[src/rtl/blackbox_pkg.sv]
`default_nettype none
// ============================================================================
// blackbox_pkg : shared FSM state type and width helpers for blackbox_sweep
// Rev 1.0
// ============================================================================
package blackbox_pkg;

    typedef enum logic [2:0] {
        S_IDLE    = 3'd0,
        S_APPLY   = 3'd1,
        S_HOLD    = 3'd2,
        S_CAPTURE = 3'd3,
        S_DONE    = 3'd4
    } state_t;

    // Truth-table depth for an n_in-input box.
    function automatic int tbl_w(input int n_in);
        return 1 << n_in;
    endfunction

    // One extra bit lets the vector index reach the terminal value without wrapping.
    function automatic int idx_w(input int n_in);
        return n_in + 1;
    endfunction

endpackage
`default_nettype wire

[src/rtl/blackbox_lut.sv]
`default_nettype none
// ============================================================================
// blackbox_lut : truth-table register with load enable and a combinational read
// Rev 1.0
// ============================================================================
module blackbox_lut
    import blackbox_pkg::*;
#(
    parameter int N_IN  = 3,
    localparam int TBL_W = tbl_w(N_IN)
) (
    input  logic             clk,
    input  logic             rst_n,
    input  logic             we_i,
    input  logic [TBL_W-1:0] table_i,
    input  logic [N_IN-1:0]  addr_i,
    output logic             rd_o
);

    logic [TBL_W-1:0] table_q;

    always_ff @(posedge clk or negedge rst_n) begin
        if (!rst_n) begin
            table_q <= '0;
        end else if (we_i) begin
            table_q <= table_i;
        end
    end

    assign rd_o = table_q[addr_i];

endmodule
`default_nettype wire

[src/rtl/blackbox_sweep.sv]
`default_nettype none
// ============================================================================
// blackbox_sweep : programmable N-input box with exhaustive self-checking sweep
// Rev 1.0
// ============================================================================
module blackbox_sweep
    import blackbox_pkg::*;
#(
    parameter int N_IN        = 3,
    parameter int HOLD_CYCLES = 10,
    localparam int TBL_W      = tbl_w(N_IN),
    localparam int IDX_W      = idx_w(N_IN)
) (
    input  logic             clk,
    input  logic             rst_n,
    input  logic             cfg_we,
    input  logic [TBL_W-1:0] cfg_table,
    input  logic [TBL_W-1:0] exp_table,
    input  logic             start,
    input  logic [N_IN-1:0]  ext_in,
    output logic             ext_out,
    output logic [N_IN-1:0]  stim,
    output logic             busy,
    output logic             done,
    output logic [TBL_W-1:0] result,
    output logic [IDX_W-1:0] mismatch_cnt,
    output logic             fail,
    output logic [N_IN-1:0]  first_fail_idx
);

    localparam int               CNT_W     = (HOLD_CYCLES > 1) ? $clog2(HOLD_CYCLES) : 1;
    localparam logic [CNT_W-1:0] HOLD_INIT = CNT_W'(HOLD_CYCLES - 1);
    localparam logic [IDX_W-1:0] LAST_IDX  = IDX_W'(TBL_W - 1);

    state_t           state_q;
    logic [IDX_W-1:0] idx_q;
    logic [CNT_W-1:0] hold_q;
    logic [N_IN-1:0]  stim_q;
    logic [N_IN-1:0]  ffi_q;
    logic [TBL_W-1:0] result_q;
    logic [IDX_W-1:0] mm_q;
    logic             busy_q;
    logic             done_q;
    logic             fail_q;
    logic             ext_out_q;

    logic             accept_w;
    logic [N_IN-1:0]  lut_addr_w;
    logic             lut_rd_w;

    assign accept_w   = (state_q == S_IDLE) || (state_q == S_DONE);
    // The sweep owns the single read port whenever it is running.
    assign lut_addr_w = busy_q ? stim_q : ext_in;

    blackbox_lut #(
        .N_IN    (N_IN)
    ) u_lut (
        .clk     (clk),
        .rst_n   (rst_n),
        .we_i    (cfg_we & accept_w),
        .table_i (cfg_table),
        .addr_i  (lut_addr_w),
        .rd_o    (lut_rd_w)
    );

    always_ff @(posedge clk or negedge rst_n) begin
        if (!rst_n) begin
            state_q   <= S_IDLE;
            idx_q     <= '0;
            hold_q    <= '0;
            stim_q    <= '0;
            ffi_q     <= '0;
            result_q  <= '0;
            mm_q      <= '0;
            busy_q    <= 1'b0;
            done_q    <= 1'b0;
            fail_q    <= 1'b0;
            ext_out_q <= 1'b0;
        end else begin
            case (state_q)
                S_IDLE, S_DONE: begin
                    ext_out_q <= lut_rd_w;
                    if (start) begin
                        result_q <= '0;
                        mm_q     <= '0;
                        fail_q   <= 1'b0;
                        ffi_q    <= '0;
                        done_q   <= 1'b0;
                        idx_q    <= '0;
                        busy_q   <= 1'b1;
                        state_q  <= S_APPLY;
                    end
                end
                S_APPLY: begin
                    stim_q  <= idx_q[N_IN-1:0];
                    hold_q  <= HOLD_INIT;
                    state_q <= S_HOLD;
                end
                S_HOLD: begin
                    if (hold_q == '0) begin
                        state_q <= S_CAPTURE;
                    end else begin
                        hold_q <= hold_q - 1'b1;
                    end
                end
                S_CAPTURE: begin
                    result_q[idx_q[N_IN-1:0]] <= lut_rd_w;
                    if (lut_rd_w != exp_table[idx_q[N_IN-1:0]]) begin
                        mm_q <= mm_q + 1'b1;
                        if (!fail_q) begin
                            ffi_q  <= idx_q[N_IN-1:0];
                            fail_q <= 1'b1;
                        end
                    end
                    if (idx_q == LAST_IDX) begin
                        busy_q  <= 1'b0;
                        done_q  <= 1'b1;
                        state_q <= S_DONE;
                    end else begin
                        idx_q   <= idx_q + 1'b1;
                        state_q <= S_APPLY;
                    end
                end
                default: state_q <= S_IDLE;
            endcase
        end
    end

    assign ext_out        = ext_out_q;
    assign stim           = stim_q;
    assign busy           = busy_q;
    assign done           = done_q;
    assign result         = result_q;
    assign mismatch_cnt   = mm_q;
    assign fail           = fail_q;
    assign first_fail_idx = ffi_q;

endmodule
`default_nettype wire

[config.mk]
export PLATFORM = sky130hd
export DESIGN_NAME = blackbox_sweep
export DESIGN_NICKNAME = d
export VERILOG_FILES = /design/src/rtl/blackbox_pkg.sv /design/src/rtl/blackbox_lut.sv /design/src/rtl/blackbox_sweep.sv
export SDC_FILE = /design/constraint.sdc
export NUM_CORES = 1
export LEC_CHECK = 0
export ABC_AREA = 1
export CORE_MARGIN = 1
export CORE_UTILIZATION = 35
export DETAILED_ROUTE_END_ITERATION = 8
export HOLD_SLACK_MARGIN = 0.06
export PLACE_DENSITY_LB_ADDON = 0.1
export SYNTH_ARGS = -nofsm -noshare
export SYNTH_HDL_FRONTEND = slang
export SYNTH_HIERARCHICAL = 1
export SYNTH_SLANG_ARGS = --single-unit
[constraint.sdc]
create_clock -name clk -period 1.95 [get_ports clk]
set_input_delay 0.39 -clock clk [delete_from_list [all_inputs] [get_ports clk]]
set_output_delay 0.39 -clock clk [all_outputs]
set_load 0.01 [all_outputs]
==> results of run 1 <==
## cells by family after synthesis
| kind of cell | after synthesis |
|---|---|
| AO/OA/AOI/OAI | 40 |
| XOR/XNOR | 2 |
| adder cells (fa/ha/maj) | 4 |
| buffers and inverters | 46 |
| flip-flops | 41 |
| AND/OR/NAND/NOR | 126 |
## flip-flops by register name, indices dropped and copies added, names as in the netlist
name            cells
busy                1
idx_q               4
first_fail_idx      3
ext_out             1
stim                3
u_lut/table_q       8
result              8
done                1
state_q             3
hold_q              4
mismatch_cnt        4
fail                1
## report_power, final
part	internal, mW	switching, mW
Clock	0.248	0.280
Combinational	0.716	1.07
Sequential	1.12	0.183
Total	2.09	1.53
## critical path: cells and delay by family
kind / cells / cell delay [ns]
AND/OR/NAND/NOR: 12 / 0.89
buffers and inverters: 3 / 0.64
## cell type report
class | instances | area (um2)
timing repair buffer | 54 | 525.5
fill | 593 | 2874
sequential | 41 | 1027
clock inverter | 2 | 10.01
inverter | 41 | 153.9
clock buffer | 6 | 72.57
tap | 72 | 90.09
multi-input combinational | 172 | 854.6
## cell usage in the layout, fill, tap and decap left out, drive strengths merged
cell,netlist,layout
a21oi,3,3
a31oi,3,3
a32o,1,1
buf,5,10
clkbuf,0,6
clkdlybuf4s50,0,43
clkinv,0,2
dfrtp,41,41
dlygate4sd3,0,1
ha,4,4
inv,41,41
nand2,74,74
nand3,30,30
nand4,3,3
nor2,17,17
nor3,1,1
nor4,1,1
o21ai,31,31
o22ai,1,1
o41ai,1,1
xnor2,1,1
xor2,1,1
## worst max path at each step
| stage | from | to | slack (ns) |
|---|---|---|---|
| 2_1_floorplan | busy | mismatch_cnt[2] | 0.25 |
| 3_3_place_gp | ext_in[0] | first_fail_idx[1] | -0.09 |
| 3_5_place_dp | ext_in[0] | first_fail_idx[0] | -0.13 |
| 4_1_cts | busy | first_fail_idx[0] | 0.13 |
| 5_1_grt | ext_in[0] | first_fail_idx[2] | 0.004 |
| 6_report | ext_in[0] | first_fail_idx[0] | 0.21 |
## per-stage QoR
step                setup WS (ns)  TNS [ns]  power, mW  cell area, um2  hold WS, ns
finish                     0.2110         0      3.616            2734       0.5014
global route             0.003981         0      3.968            2734       0.5268
CTS                        0.1317         0      3.660            2730       0.5001
detailed placement        -0.1295   -0.9990      3.114            2638       0.3547
global placement         -0.08651   -0.5919      3.100            2638       0.3512
floorplan                  0.2482         0      2.457            2068      0.09441
## metal layers
| layer | global-route usage (%) | up-vias | part of all wire, % |
|---|---|---|---|
| met5 | 0 | - | 0 |
| li1 | - | 946 | - |
| met1 | 21.48 | 826 | 50 |
| met3 | 3.563 | 7 | 3.3 |
| met4 | 6.000 | 0 | 1.5 |
| met2 | 24.70 | 31 | 45 |
## timing repair
item / CTS / global route
gates resized for setup: 0 / 3
hold endpoints to repair: 17 / 0
endpoints found under the setup margin: 0 / 8
hold buffers: 1 / 0
==> impl_results.md, run 1 <==
- Status: finished clean
- Crit end category: flip-flop
- Routed vias: 1810
- Worst-Skew Late Latency: 0.29 ns
- Top_reg_cell synth: dfrtp_1
- Largest net degree at the start of global routing: 25
- Starting Density: 36.88%
- Netlist cell types: 28
- Crit-path most repeated cell: nand2_1
- Cell depth of the worst flop-to-flop path: 15
- Final Hold Fails: 0
- Antenna-violating nets left: 0
- Ys async rst share: 100.0%
- Critical-path cell list: clkdlybuf4s50_1 -> nand2_1 -> nand2_2 -> inv_2 -> nand2_1 -> nand3_1 -> nand2_1 -> nand2_1 -> nand2_1 -> buf_4 -> nand2_2 -> nand2_4 -> nand3_2 -> nand3_1 -> nand2_1
- Worst setup SP type: input port
- Number of global-route vias before repair: 1697
- HP Class: reg -> reg
- Ports: 45
- Syn Nets: about 290
- Layout area overhead: 32.18%
- Worst hold start: idx_q[3]
- Commonest cells in the netlist: nand2_1 (70), dfrtp_1 (41), inv_1 (32)
- Util after Layout: roughly 50%
- Slew margin rel.: between 70% and 80%
- CTS clk-pin slew, worst paths: 0.08 ns
- DRT Pass-1 Iters: 4
- Post-CTS setup buffers: 0
- Fmax: 575.0 MHz
- Total grt overflow: 0
- Setup violations, final: 0
- Chip height: 78.87 um
- Worst hold path endpoint: idx_q[3]
- Clk root buf: clkbuf_8
- Simple logic cell fraction of the synthesized area: 27.04%
- Mapped Avg Cell Area: between 7 and 8 um2
- Pwr dens: 1323 mW/mm2
- Main combinational cell family by area after synthesis: simple AND/OR/NAND/NOR gates
- Max-cap violations: 0
- Synth Instances: 259
- CP required: 2.13 ns
- R2r setup slk: 0.24 ns
- Cell Rows: 27
- Synth Area in XOR/XNOR: less than 1%
- Synth Area in Compound Gates: 10.89%
- Clock sink count: about 40
- Critical Setup Path Class: in -> reg
- Mux share of post-synthesis cell area: 0%
- RSZ-0062 raised after global routing: no
- Placed cells: 379
- Die area: 0.006220 mm2
- Wire length per cell: 11.67 um
- Warnings, synthesis: 6
- Drt drc: 0
- Adder-cell share of the synthesized area: around 2.4%
- First-pass GRT wire length: 7562 um
- CTS tree: built
- 1st-iter DRT viols: 68
- Via density: 4.665
- Leakage: 1.335 nW
- Inserted Diodes: 0
- Crit path largest cell delay: 0.46 ns
- Final min period: 1.739 ns
- Final worst path period share: 89.18%
- H-tree levels: 2
- Pins Over Slew Limit: 0
- RR Startpoint: busy
- Area contributors post-synth: dfrtp_1 (50%), nand2_1 (13%), nand3_1 (7.0%)
- Initial antenna violation count: 0
- Worst hold stages: 1
- Count leader, synth: nand2_1
- Die Span X: 78.87 um
- Register bit total from synthesis: 41
- Critical path data arrival time: 1.92 ns
- Final Instance Count excl. Fillers: 388
- Final GP Congestion: between 0.8 and 0.9
- Synth top area share: 49.61%
- Synthesized area: 0.002068 mm2
- Worst-path maximum fanout: 6
- Clk buf depth: 2
- Core Area: ~0.0056 mm2
- Layout cells sized above 1: around an eighth
- EDFF count, synth: 0
- GRT Util Overall: 15.86%
- Worst Tran Pin Value: around 0.42 ns
- Seq/Total Area, Yosys: between 40% and 50%
- Slowest library cell on the worst path: clkdlybuf4s50_1
- Detailed placement HPWL: 3487 um
- Max Clock Skew: 0.008349 ns
- FF-to-FF End: first_fail_idx[0]
- Final nets: 342
- Final WL: approximately 4500 um
- PortBufs: between 40 and 50
- Post-synth top area cell: dfrtp_1
- CTS Buf Count: 5
- Peak supply drop: 726.8 uV
Note: power is estimated with default switching activity, not from simulation.
==> inputs of run 2 (changes only) <==
ABC_AREA = default   (was 1)
==> run 2 against run 1 <==
  * The run now ends with negative setup slack left
  * Combinational power rose by 15%
  * Clock skew is 0.00074 ns higher
  * Fmax fell by 21%
  * Clock power increased by 3%
  * Hold slack got worse by 0.46 ns
  * Critical path depth down 9
  * Via count is 14% lower
  * Sequential share of layout area decreased by 0.56 points
  * Wire length down 0.33%
  * Global-route usage is 0.17 points higher
  * Non-clock buffer count increased by 6
  * Largest cell class unchanged
==> impl_results.md, run 2 <==
- Status: complete, but fails checks
- Failing checks: negative setup slack
- Initial antenna violation count: 0 (unchanged)
- CTS tree: built
- Setup violations, final: 8 (+8)
- R2r setup slk: -0.26 ns (-0.50 ns)
- Fmax: 452.5 MHz (-21%)
- DRT Pass-1 Iters: 4 (unchanged)
- CP required: 2.13 ns (about the same)
- Commonest cells in the netlist: dfrtp_1 (41), nand2_1 (18), mux2_2 (16)
- Mux share of post-synthesis cell area: 17.03% (+17 points)
- Ports: 45 (unchanged)
- Synth Area in XOR/XNOR: 1.734% (+0.89 points)
- Max-cap violations: 0 (unchanged)
- Cell count along the critical path: 6 (-9)
- Worst setup SP type: flip-flop
- Area contributors post-synth: dfrtp_1 (51%), mux2_2 (8.9%), nand3_1 (3.7%)
- Starting Density: 36.47% (-0.41 points)
- Count leader, synth: dfrtp_1
- Die Span X: 77.98 um (-1.1%)
- Max Clock Skew: 0.009085 ns (+0.0007368 ns)
- Clock sink count: 41 (unchanged)
- Warnings, synthesis: 6 (unchanged)
- Placed cells: 304 (-20%)
- CTS Buf Count: 5 (unchanged)
- PortBufs: 44 (unchanged)
- Final Instance Count excl. Fillers: 312 (-20%)
- Critical path data arrival time: 2.39 ns (+0.47 ns)
- Clock network fraction of design power: 13.5% (-1.1 points)
- Via density: 5.016 (+7.5%)
- Slew margin rel.: 62.04% (-9.8 points)
- Crit path buffers/inverters: 0 (-3)
- Sequential cell area: 0.001027 mm2 (unchanged)
- Pins Over Slew Limit: 0 (unchanged)
- Seq pwr share: 35.2% (-0.9 points)
- Fillers: 518 (-13%)
- Netlist cell types: 41 (+46%)
- Post-synth top area cell: dfrtp_1
- Crit end category: flip-flop
- Leakage: 1.180 nW (-12%)
- CTS clk-pin slew, worst paths: 0.08 ns (about the same)
- Chip height: 77.98 um (-1.1%)
- Net Sw Frac: 37.88% (-4.4 points)
- Worst Tran Pin Value: 0.5660 ns (+0.1432 ns)
- H-tree levels: 2 (unchanged)
- Synth top area share: 50.77% (+1.2 points)
- Layout area overhead: 37.34%
- Final Hold Fails: 0 (unchanged)
- Clk root buf: clkbuf_8
- FF-to-FF End: mismatch_cnt[2]
- Post-route setup slack: -0.2602 ns (-0.4712 ns)
- HP Class: in -> async
- Fin Hold WS: 0.04575 ns (-0.4557 ns)
- Routed vias: 1565 (-14%)
- Commonest non-fill, non-tap cells in the layout: clkdlybuf4s50_1 (42), dfrtp_1 (40), nand2_1 (18), nand3_1 (15)
- Cell Rows: 27 (unchanged)
- Worst-path maximum fanout: 8 (+2)
- Core Area: 0.005540 mm2 (-1.2%)
- Seq/Total Area, Yosys: 50.77% (+1.2 points)
- Final WL: 4512 um (-0.33%)
- Top cell family by delay on the critical path: multiplexers
- Final nets: 266 (-22%)
- Psw: 1.518 mW (-0.81%)
- Combinational share of power: 51.2% (+1.9 points)
- Multi-input logic area: 957.2 um2 (+12%)
- Simple logic cell fraction of the synthesized area: 14.92% (-12 points)
- Pint: 2.489 mW (+19%)
- Total grt overflow: 0 (unchanged)
- Final GP Congestion: 0.7748 (-6.1%)
- Peak supply drop: 568.3 uV (-22%)
- Final worst path period share: 113.3% (+24 points)
- 1st-iter DRT viols: 47 (-31%)
- Antenna-violating nets left: 0 (unchanged)
- Synthesized area: 0.002021 mm2 (-2.3%)
- GRT Util Overall: 16.03% (+0.17 points)
- Synth Instances: 180 (-31%)
- Worst Setup SP: busy
- Number of global-route vias before repair: 1621 (-4.5%)
- Final min period: 2.210 ns (+0.4712 ns)
- EDFF count, synth: 0 (unchanged)
- Util after Layout: 50.09% (+1.3 points)
- Adder-cell share of the synthesized area: 2.477% (+0.057 points)
- Top_reg_cell synth: dfrtp_1
- RSZ-0062 raised after global routing: yes
- Slowest library cell on the worst path: dfrtp_2
- Pwr dens: 1444 mW/mm2 (+9.2%)
- Main combinational cell family by area after synthesis: multiplexers
- Syn Nets: 207 (-28%)
- Wire length per cell: 14.46 um (+24%)
- Largest net degree at the start of global routing: 23 (-8.0%)
- Worst-Skew Late Latency: 0.29 ns (about the same)
- Mapped Avg Cell Area: 11.23 um2 (+41%)
- Critical Setup Path Class: reg -> reg
- Die area: 0.006081 mm2 (-2.2%)
- Crit path largest cell delay: 0.44 ns (-0.02 ns)
- Crit-path most repeated cell: mux2_4
- Detailed placement HPWL: 3495 um (+0.21%)
- Synth Area in Compound Gates: 9.659% (-1.2 points)
- Clk buf depth: 2 (unchanged)
- First-pass GRT wire length: 7514 um (-0.63%)
- Critical-path cell list: mux2_4 -> mux4_2 -> mux2_4 -> nor2_4 -> mux2i_4 -> a311o_1
- Most common cell after layout, fill and taps aside: clkdlybuf4s50_1
- Register bit total from synthesis: 41 (unchanged)
- Layout cells sized above 1: 23.33% (+11 points)
- Cell depth of the worst flop-to-flop path: 6 (-9)
- Drt drc: 0 (unchanged)
- Inserted Diodes: 0 (unchanged)
- RR Startpoint: busy
- Ys async rst share: 100.0% (unchanged)
-- run 2: cell count changes in the layout (fill, tap and decap cells not counted), sizes merged, moves of 3 or more --
cell / previous run / this run
o21ai: 31 / 14
a32o: 1 / 4
nand4: 3 / 0
mux2i: 0 / 5
mux2: 0 / 16
inv: 41 / 7
nand3: 30 / 15
mux4: 0 / 4
nor2: 17 / 12
buf: 10 / 17
a31oi: 3 / 0
nand2: 74 / 18
-- run 2: routing by layer --
metal  up-vias  wire, um  global-route usage [%]
li1        761         -                       -
met2        45      2220                   28.85
met4         0        42                   5.185
met5         -         0                       0
met1       755      2027                   18.85
met3         4       223                   3.529
-- run 2: worst max-delay path by stage --
stage / slack, ns / endpoint
3_3_place_gp: -0.60 / first_fail_idx[1]
5_1_grt: -0.35 / first_fail_idx[0]
4_1_cts: -0.28 / first_fail_idx[1]
3_5_place_dp: -0.63 / first_fail_idx[1]
6_report: -0.26 / mismatch_cnt[2]
2_1_floorplan: -0.24 / first_fail_idx[1]
-- run 2: area by class of cell --
cell class,count,share of cell area [%]
clock buffers,5,2.480
clock inverters,3,0.6312
inverters,8,1.262
repair buffers,60,20.87
flip-flops and latches,41,37.02
multi-input cells,123,34.49
well taps,72,3.246
-- run 2: repair_timing --
action                     in CTS  in global routing
gates resized for setup         2                  2
setup endpoints to repair      15                 16
gates cloned                    0                  0
pin swaps                       3                  2
hold buffers                    0                  0
setup buffers                   1                  1
-- run 2: cells by family (layout without fill, tap and decap cells) --
logic type / count (synthesis) / after routing
and+or+nand+nor: 60 / 60
adders and majority gates: 4 / 4
buffers and inverters: 16 / 76
AOI/OAI and AO/OA: 30 / 30
xor gates and xnor gates: 4 / 4
DFF: 41 / 41
muxes: 25 / 25
-- run 2: per-stage QoR --
step / worst slack, ns / total power [mW] / TNS, ns / cell area, um2
after floorplan: -0.2367 / 2.725 / -1.523 / 2058
after global placement: -0.6043 / 3.452 / -7.077 / 2690
after detailed placement: -0.6316 / 3.510 / -7.553 / 2690
after CTS: -0.2816 / 4.060 / -2.003 / 2775
after global routing: -0.3493 / 4.309 / -2.964 / 2775
final: -0.2602 / 4.007 / -1.814 / 2775
-- run 2: power groups by stage --
stage	clock, mW	sequential [mW]	combinational [mW]
floorplan	0	1.40	1.33
global placement	0	1.42	2.03
detailed placement	0	1.43	2.07
CTS	0.559	1.42	2.08
global route	0.587	1.47	2.25
finish	0.543	1.41	2.05
==> inputs of run 3 (changes only) <==
ABC_CLOCK_PERIOD_IN_PS = 1950   (was default)
CTS_CLUSTER_SIZE = 28   (was default)
GPL_ROUTABILITY_DRIVEN = 0   (was default)
==> results of run 3 <==
Same layout as run 2: the final DEF is identical, and so are final timing and power.
